File: src/rtl/alu_result_buffer.sv
// Two-entry skid buffer between the 24-bit ALU and writeback; commits {C,V,Z} on retire.
// Optional ALU_STICKY_OVF_EN adds a sticky overflow flag set by retiring flag-setting ops.
module alu_result_buffer #(
  parameter int unsigned DATA_W = 24,
  parameter int unsigned DEST_W = 4
) (
  input  logic              Clock,
  input  logic              Reset,
  input  logic              Flush,
  input  logic              InValid,
  output logic              InReady,
  input  logic [DATA_W-1:0] InResult,
  input  logic              InZero,
  input  logic              InOverflow,
  input  logic              InCarry,
  input  logic [DEST_W-1:0] InDest,
  input  logic              InSetFlags,
  output logic              OutValid,
  input  logic              OutReady,
  output logic [DATA_W-1:0] OutResult,
  output logic [DEST_W-1:0] OutDest,
  output logic [2:0]        OutFlags,
  output logic [2:0]        StatusFlags,
  output logic [1:0]        Occupancy,
  output logic              StickyOvf,
  input  logic              ClearSticky
);

  localparam logic [1:0] EMPTY = 2'd0;
  localparam logic [1:0] ONE   = 2'd1;
  localparam logic [1:0] FULL  = 2'd2;

  logic [1:0]        state;
  logic [1:0]        state_next;
  logic              valid;
  logic              push;
  logic              pop;
  logic              commit;
  logic              head_from_in;
  logic              head_from_skid;
  logic              skid_load;

  logic [DATA_W-1:0] head_result;
  logic [DEST_W-1:0] head_dest;
  logic [2:0]        head_flags;
  logic              head_set;
  logic [DATA_W-1:0] skid_result;
  logic [DEST_W-1:0] skid_dest;
  logic [2:0]        skid_flags;
  logic              skid_set;

  logic [2:0]        in_flags;

  // Ready depends only on state so it never combinationally tracks OutReady.
  assign InReady  = ~Reset & (state != FULL);
  assign push     = InValid & InReady;
  assign pop      = valid & OutReady;
  assign commit   = pop & head_set & ~Flush;
  assign in_flags = {InCarry, InOverflow, InZero};

  assign OutValid  = valid;
  assign OutResult = head_result;
  assign OutDest   = head_dest;
  assign OutFlags  = head_flags;
  assign Occupancy = state;

  always_comb begin
    state_next     = state;
    head_from_in   = 1'b0;
    head_from_skid = 1'b0;
    skid_load      = 1'b0;
    if (Flush) begin
      state_next = EMPTY;
    end else begin
      case (state)
        EMPTY: begin
          if (push) begin
            state_next   = ONE;
            head_from_in = 1'b1;
          end
        end
        ONE: begin
          if (push && pop) begin
            head_from_in = 1'b1;
          end else if (push) begin
            state_next = FULL;
            skid_load  = 1'b1;
          end else if (pop) begin
            state_next = EMPTY;
          end
        end
        FULL: begin
          if (pop) begin
            state_next     = ONE;
            head_from_skid = 1'b1;
          end
        end
        default: state_next = EMPTY;
      endcase
    end
  end

  always_ff @(posedge Clock) begin
    if (Reset) begin
      state <= EMPTY;
      valid <= 1'b0;
    end else begin
      state <= state_next;
      valid <= (state_next != EMPTY);
    end
  end

  // Head holds its last value while empty so outputs stay deterministic.
  always_ff @(posedge Clock) begin
    if (Reset) begin
      head_result <= '0;
      head_dest   <= '0;
      head_flags  <= 3'b000;
      head_set    <= 1'b0;
      skid_result <= '0;
      skid_dest   <= '0;
      skid_flags  <= 3'b000;
      skid_set    <= 1'b0;
    end else begin
      if (head_from_in) begin
        head_result <= InResult;
        head_dest   <= InDest;
        head_flags  <= in_flags;
        head_set    <= InSetFlags;
      end else if (head_from_skid) begin
        head_result <= skid_result;
        head_dest   <= skid_dest;
        head_flags  <= skid_flags;
        head_set    <= skid_set;
      end
      if (skid_load) begin
        skid_result <= InResult;
        skid_dest   <= InDest;
        skid_flags  <= in_flags;
        skid_set    <= InSetFlags;
      end
    end
  end

  always_ff @(posedge Clock) begin
    if (Reset) begin
      StatusFlags <= 3'b000;
    end else if (commit) begin
      StatusFlags <= head_flags;
    end
  end

`ifdef ALU_STICKY_OVF_EN
  logic sticky;

  // A retiring overflow beats a same-cycle clear.
  always_ff @(posedge Clock) begin
    if (Reset) begin
      sticky <= 1'b0;
    end else if (commit && head_flags[1]) begin
      sticky <= 1'b1;
    end else if (ClearSticky) begin
      sticky <= 1'b0;
    end
  end

  assign StickyOvf = sticky;
`else
  logic unused_clear_sticky;

  assign unused_clear_sticky = ClearSticky;
  assign StickyOvf           = 1'b0;
`endif

endmodule

File: config.mk
export PLATFORM = sky130hd
export DESIGN_NAME = alu_result_buffer
export DESIGN_NICKNAME = d
export VERILOG_FILES = /design/src/rtl/alu_result_buffer.sv
export SDC_FILE = /design/constraint.sdc
export NUM_CORES = 1
export LEC_CHECK = 0
export CAP_MARGIN = 15
export CELL_PAD_IN_SITES_DETAIL_PLACEMENT = 0
export CELL_PAD_IN_SITES_GLOBAL_PLACEMENT = 1
export CORE_UTILIZATION = 30
export CTS_CLUSTER_SIZE = 20
export DETAILED_ROUTE_END_ITERATION = 16
export HOLD_SLACK_MARGIN = 0.06
export PLACE_DENSITY_LB_ADDON = 0.1
export SLEW_MARGIN = 20
export SYNTH_ARGS = -nofsm -noshare
export SYNTH_HDL_FRONTEND = slang
export SYNTH_SLANG_ARGS = --single-unit
File: constraint.sdc
create_clock -name Clock -period 5.55 [get_ports Clock]
set_input_delay 1.11 -clock Clock [delete_from_list [all_inputs] [get_ports Clock]]
set_output_delay 1.11 -clock Clock [all_outputs]
set_load 0.02 [all_outputs]
-- Word level (Yosys, flattened, before mapping)
Cells that the tools add are included.
- bitwise operators: 7
- reductions and logical operators: 4
- mux-type cells: 25
- equality and inequality tests: 3
- operator list (kind ; number):
    24-bit 2-to-1 mux ; 2
    2-bit 2-to-1 mux ; 6
    1-bit 2-to-1 mux ; 11
    4-bit 2-to-1 mux ; 2
    3-bit 2-to-1 mux ; 2
    2-bit one-hot mux with 3 select lines ; 1
    1-bit AND ; 5
    2-bit nonzero test ; 2
    2-bit by 1-bit equality test with 1-bit output (second input constant) ; 1
    2-bit equality test (second input constant) ; 1
    2-bit logical NOT ; 1
    2-bit inequality test (second input constant) ; 1
    1-bit NOT ; 2
    1-bit one-hot mux with 2 select lines ; 1
    1-bit logical AND ; 1
- output and inout bits: 39
- input port bits: 38
- logic and storage cells: 50
- register bits after elaboration: 70

-- Logic depth before layout (Yosys ltp)
Gate-level depths: netlist (run 1).
- depth in word-level cells: 8
- mapped depth: 7

-- Worst setup path after synthesis (run 1)
OpenSTA, ideal clock, no wires.
- path type: input to output
- start: input port Reset
- end: output port InReady
- arrival: 1.794 ns
- buffers on the path: 2
- required time: 4.440 ns
- stages on the path: 3
- path slack: 2.646 ns
- path through: clkbuf_1 -> clkbuf_1 -> nor2_1
- cells in the longest elaborated chain, start to end: 2
- ends and longest elaborated chain (item ; RTL line ; text):
    start, declared ; 8 ; input logic Reset,
    1-bit NOT ; 55 ; assign InReady = ~Reset & (state != FULL);
    1-bit AND ; 55 ;
    end, declared ; 11 ; output logic InReady,
No other way between the ends.

-- Worst setup path after layout (run 1)
Ends and elaborated chain as after synthesis.

==> results of run 1 <==
state kept, by name (all words and copies together), names as in the netlist, 2 cells and up:
name	count
Occupancy	2
OutDest	4
OutFlags	3
OutResult	24
StatusFlags	3
skid_dest	4
skid_flags	3
skid_result	24
stage by stage:
stage | hold slack [ns] | std cells | util
detailed placement | 0.4675 | 545 | 0.3789
finish | 0.4775 | 561 | 0.3988
CTS | 0.4776 | 561 | 0.3988
global route | 0.4963 | 561 | 0.3988
floorplan | 0.4539 | 371 | -
global placement | 0.4601 | 545 | 0.3789
worst paths after layout:
kind,from,to,slack (ns),cells past startpoint
max,Reset,InReady,1.85,3
min,skid_result[16],skid_result[16],0.48,2
max reg2reg,Occupancy[1],OutResult[22],3.37,3
min reg2reg,skid_result[16],skid_result[16],0.48,2
power groups by stage:
stage          Combinational (µW)  Clock, µW  Sequential [µW]
2_1_floorplan                69.6          0              552
3_3_place_gp                  160          0              538
3_5_place_dp                  161          0              538
4_1_cts                       161        473              527
5_1_grt                       171        490              529
6_report                      159        458              527
final cells by class:
class | count | area [µm²] | area share
tap | 140 | 175.2 | 0.04052
multi-input combinational | 253 | 1738 | 0.4020
sequential | 70 | 1401 | 0.3242
clock inverter | 4 | 70.07 | 0.01621
timing repair buffer | 82 | 793.3 | 0.1835
clock buffer | 12 | 145.1 | 0.03357
layer usage:
layer / track usage / wire, µm / part of all wire / vias up
met5: 0 / 0 / 0 / -
met4: 0.05284 / 148 / 0.014 / 0
met3: 0.04298 / 452 / 0.044 / 12
met2: 0.3101 / 4958 / 0.48 / 86
met1: 0.2442 / 4791 / 0.46 / 1486
li1: - / - / - / 1484
placed cells by master (no fill, tap or decap), types with 2 or more instances in the layout:
| cell type | synthesis | final |
|---|---|---|
| a21oi_1 | 32 | 32 |
| a311oi_1 | 2 | 2 |
| a311oi_2 | 30 | 30 |
| buf_4 | 1 | 9 |
| bufinv_16 | 0 | 2 |
| clkbuf_1 | 40 | 2 |
| clkbuf_8 | 0 | 10 |
| clkdlybuf4s50_1 | 0 | 72 |
| clkinv_2 | 0 | 2 |
| dfxtp_1 | 70 | 70 |
| mux2i_1 | 5 | 5 |
| nand3_1 | 32 | 32 |
| nand3b_1 | 33 | 33 |
| nand4b_1 | 2 | 2 |
| nor2_1 | 6 | 6 |
| nor3_1 | 33 | 33 |
| o21ai_0 | 63 | 63 |
| or3_1 | 2 | 2 |
cell usage after synthesis (2+ instances only):
library cell	instances	area, µm²
nand3_1	32	160.2
a311oi_1	2	17.52
o21ai_0	63	315.3
or3_1	2	12.51
nor2_1	6	22.52
a311oi_2	30	450.4
a21oi_1	32	160.2
clkbuf_1	40	150.1
nor3_1	33	165.2
mux2i_1	5	50.05
nand4b_1	2	17.52
dfxtp_1	70	1401
buf_6	4	45.04
nand3b_1	33	247.7
logic make-up after synthesis:
group                  count (synthesis)  share of synthesized area
other                                  1                   0.001125
buffers and inverters                 48                    0.06496
and+or+nand+nor                      114                     0.2020
DFF                                   70                     0.4206
AOI/OAI and AO/OA                    133                     0.2963
muxes                                  5                    0.01502
tightest hold or removal path, delay by kind of cell, from the launching register on:
family             cells  cell delay (ns)
DFF                    1             0.31
AOI/OAI and AO/OA      2             0.12
==> qor.yml, run 1 <==
status: "finished clean"
cts_tree: "built"
die_h_um: 107.4
vias_per_cell: 5.469
via_count: 3068
area_growth_pct: 29.74
path_class: "in2out"
dp_slack_ns: 1.827
cts_hold_buf: 0
drt-initial-drc-count: 170
setup_viol: 0
fin_area_mm2: 0.004323
p_sw_uw: 291.9
fmax_mhz: 270.6
slew_violations: 0
tns_ns: 0
cpPeakStageDelay_ns: 0.74
synth_area_mm2: 0.003332
drc_errors: 0
overflow: 0
synth.net_count: 409
row_count: 38
die_x_um: 107.4
ys_ff_latch: 70
cp_top_family: "buffers and inverters"
synth_warnings: 0
track_usage: 0.1878
relSlewSlack: 0.2755
start_kind: "primary input"
slowest_stage: "buf_4"
layout-drive-gt1-share: 0.1354
p_clk_frac: 0.400
antenna_found_initial: 0
synth_edf_count: 0
intPower_uw: 851.6
synth_cells: 371
yosysSeqAreaShare: 0.4206
critical_path_buf_inv_count: 2
period_minus_slack_ns: 3.696
path_cells: "buf_4, nor2_1, clkdlybuf4s50_1"
holdCritPathClass: "reg2reg"
worst_ep_required_time_ns: 4.44
cts_sinks: 70
pwr-share-comb: 0.139
core_area_mm2: 0.01084
post_cts_buffers: 0
grt_pass1_vias: 3058
grt_pass1_wl_um: 16670
synth_ff_type: "dfxtp_1"
cts_root_buf: "clkbuf_8"
post_drt_wl_per_cell_um: 18.45
ant_nets: 0
clk-insertion-delay-late_ns: 0.35
power.density_mw_per_mm2: 264.5
hold_viol_final: 0
portBuffers: 74
worst_pin_slew_ns: 1.087
dieArea_mm2: 0.01153
floorplan.initialDensity: 0.3074
drtPass1Iterations: 4
max_cap_violations: 0
numCtsBuffers: 9
nNetsFinal: 454
htree_levels: 3
switching_share: 0.2553
p_total_uw: 1143
share_seq_of_total_power: 0.461
post-route-period-util: 0.6660
wirelength_um: 10350
place_area_mm2: 0.004108
dpl.hpwl_um: 5791
grt_max_degree: 75
rsz0062_at_grt: "false"
fin_skew_ns: 0.01330
leakage_uw: 0.001307
cts_max_path_buffers: 2
arrival_ns: 2.59
crit_fanout: 74
gp_congestion: 0.7143
post_cts_resized: 0
ir_drop_mv: 0.1517
ys_types: 31
diodes: 0
fillers: 1108
syn_area_per_cell_um2: 8.981
end_kind: "output port"
clkSlewWorstSetupHoldPaths_ns: 0.08
synth-async-reset-ratio: 0
postLayoutSetupSlackWorst_ns: 1.854
ios: 77
Note: power is estimated with default switching activity, not from simulation.
==> inputs of run 2 (changes only) <==
==> constraint.sdc (replaced) <==
create_clock -name Clock -period 3 [get_ports Clock]
set_input_delay 0.6 -clock Clock [delete_from_list [all_inputs] [get_ports Clock]]
set_output_delay 0.6 -clock Clock [all_outputs]
set_load 0.02 [all_outputs]
==> qor.yml, run 2 (same netlist as run 1, synthesis figures left out) <==
status: "finished clean"  # unchanged
wirelength_um: 10650  # was 10350 µm
end_kind: "output port"  # unchanged
cts_root_buf: "clkbuf_8"  # unchanged
finalNonFillerCells: 572  # was 561
drc_errors: 0  # unchanged
p_clk_frac: 0.356  # was 0.400
ios: 77  # unchanged
slew_violations: 0  # unchanged
share_seq_of_total_power: 0.490  # was 0.461
post_cts_resized: 0  # unchanged
track_usage: 0.1971  # was 0.1878
min_from: "skid_flags[1]"  # was skid_result[16]
pwr-share-comb: 0.154  # was 0.139
start_kind: "register"  # was primary input
area_growth_pct: 31.66  # was 29.74%
regArea_mm2: 0.001401  # unchanged
nNetsFinal: 466  # was 454
fillers: 1126  # was 1108
worst_pin_slew_ns: 0.6246  # was 1.087 ns
vias_per_cell: 5.397  # was 5.469
post_drt_wl_per_cell_um: 18.62  # was 18.45 µm
dieArea_mm2: 0.01153  # unchanged
fin_skew_ns: 0.007094  # was 0.01330 ns
max_cap_violations: 0  # unchanged
die_x_um: 107.4  # unchanged
die_h_um: 107.4  # unchanged
slowest_stage: "dfxtp_1"  # was buf_4
numCtsBuffers: 9  # unchanged
worstHoldEndpoint: "skid_flags[1]"  # was skid_result[16]
cts_tree: "built"  # unchanged
path_cells: "nor2b_1, nor2_1, clkdlybuf4s50_1"  # was buf_4, nor2_1, clkdlybuf4s50_1
drt-initial-drc-count: 142  # was 170
row_count: 38  # unchanged
cts_max_path_buffers: 2  # unchanged
tns_ns: 0  # unchanged
hold_viol_final: 0  # unchanged
grt_pass1_wl_um: 17240  # was 16670 µm
post_cts_buffers: 0  # unchanged
htree_levels: 3  # unchanged
ir_drop_mv: 0.2748  # was 0.1517 mV
layout_commonest_cell: "clkdlybuf4s50_1"  # unchanged
clk-insertion-delay-late_ns: 0.34  # was 0.35 ns
worst_ep_required_time_ns: 2.40  # was 4.44 ns
grt_pass1_vias: 3141  # was 3058
path_class: "reg2out"  # was in2out
place_area_mm2: 0.004210  # was 0.004108 mm²
relSlewSlack: 0.5836  # was 0.2755
p_sw_uw: 536.6  # was 291.9 µW
r2r-start: "Occupancy[1]"  # unchanged
setup_viol: 0  # unchanged
power.density_mw_per_mm2: 453.8  # was 264.5 mW/mm²
post-route-period-util: 0.7811
dpl.hpwl_um: 6263  # was 5791 µm
gp_congestion: 0.7058  # was 0.7143
drtPass1Iterations: 5  # was 4
arrival_ns: 1.74  # was 2.59 ns
portBuffers: 74  # unchanged
antenna_found_initial: 1  # was 0
holdCritPathClass: "reg2reg"  # unchanged
multi_input_area_mm2: 0.001738  # unchanged
rsz0062_at_grt: "false"  # unchanged
final_cell_mix: "clkdlybuf4s50_1, dfxtp_1, o21ai_0, nand3b_1, nor3_1"  # unchanged
via_count: 3087  # was 3068
intPower_uw: 1454  # was 851.6 µW
grt_max_degree: 71  # was 75
r2r_cells: 4  # was 3
hold_depth: 2  # unchanged
cts_hold_buf: 0  # unchanged
ant_nets: 0  # unchanged
layout-drive-gt1-share: 0.1578  # was 0.1354
cts_sinks: 70  # unchanged
whs_ns: 0.4757  # was 0.4775 ns
post-place-cells: 557  # was 545
core_area_mm2: 0.01084  # unchanged
cpPeakStageDelay_ns: 0.55  # was 0.74 ns
period_minus_slack_ns: 2.343
floorplan.initialDensity: 0.3074  # unchanged
reg2reg_to: "OutResult[22]"  # unchanged
fin_area_mm2: 0.004387  # was 0.004323 mm²
leakage_uw: 0.001351  # was 0.001307 µW
fmax_mhz: 426.7
overflow: 0  # unchanged
timing.reg2reg.setup_slack_ns: 1.06  # was 3.37 ns
clkSlewWorstSetupHoldPaths_ns: 0.08  # about the same
switching_share: 0.2696  # was 0.2553
crit_fanout: 11  # was 74
## run 2: critical path: cells and delay by family, from the launching register on
kind          cells  cell delay [ns]
buf+inv           1             0.54
simple gates      2             0.32
flops             1             0.55
## run 2: per-stage QoR
step / total power [µW] / setup slack (ns) / util
after CTS: 2018 / 0.6523 / 0.4044
after global routing: 2082 / 0.5764 / 0.4047
final: 1991 / 0.6566 / 0.4047
after global placement: 1306 / 0.5156 / 0.3884
after floorplan: 1149 / 1.011 / -
after detailed placement: 1306 / 0.4870 / 0.3884
## run 2: layout make-up
cell class              instances  share of cell area
multi-input cells             253              0.3962
flip-flops and latches         70              0.3195
repair buffers                 94              0.2042
well taps                     140             0.03993
clock buffers                  13             0.03851
clock inverters                 1            0.001141
diodes                          1           0.0005705
## run 2: worst max-delay path by stage
stage,start,endpoint,slack (ns),depth (start not counted)
2_1_floorplan,Flush,OutFlags[2],1.01,6
3_3_place_gp,InValid,OutResult[22],0.52,5
3_5_place_dp,InValid,OutResult[22],0.49,5
4_1_cts,Occupancy[1],InReady,0.65,3
5_1_grt,Occupancy[1],InReady,0.58,3
6_report,Occupancy[1],InReady,0.66,3
## run 2: power groups by stage
stage	registers [µW]	clock network (µW)	logic, µW
after global placement	996	0	310
after CTS	975	732	311
final	975	709	307
after detailed placement	996	0	310
after global routing	979	774	329
after floorplan	1020	0	129
## run 2: layer usage
layer / vias up / part of all wire / GRT usage
met3: 2 / 0.050 / 0.04116
met4: 0 / 0.0036 / 0.06654
li1: 1506 / - / -
met2: 85 / 0.46 / 0.3124
met5: - / 0 / 0
met1: 1494 / 0.48 / 0.2648
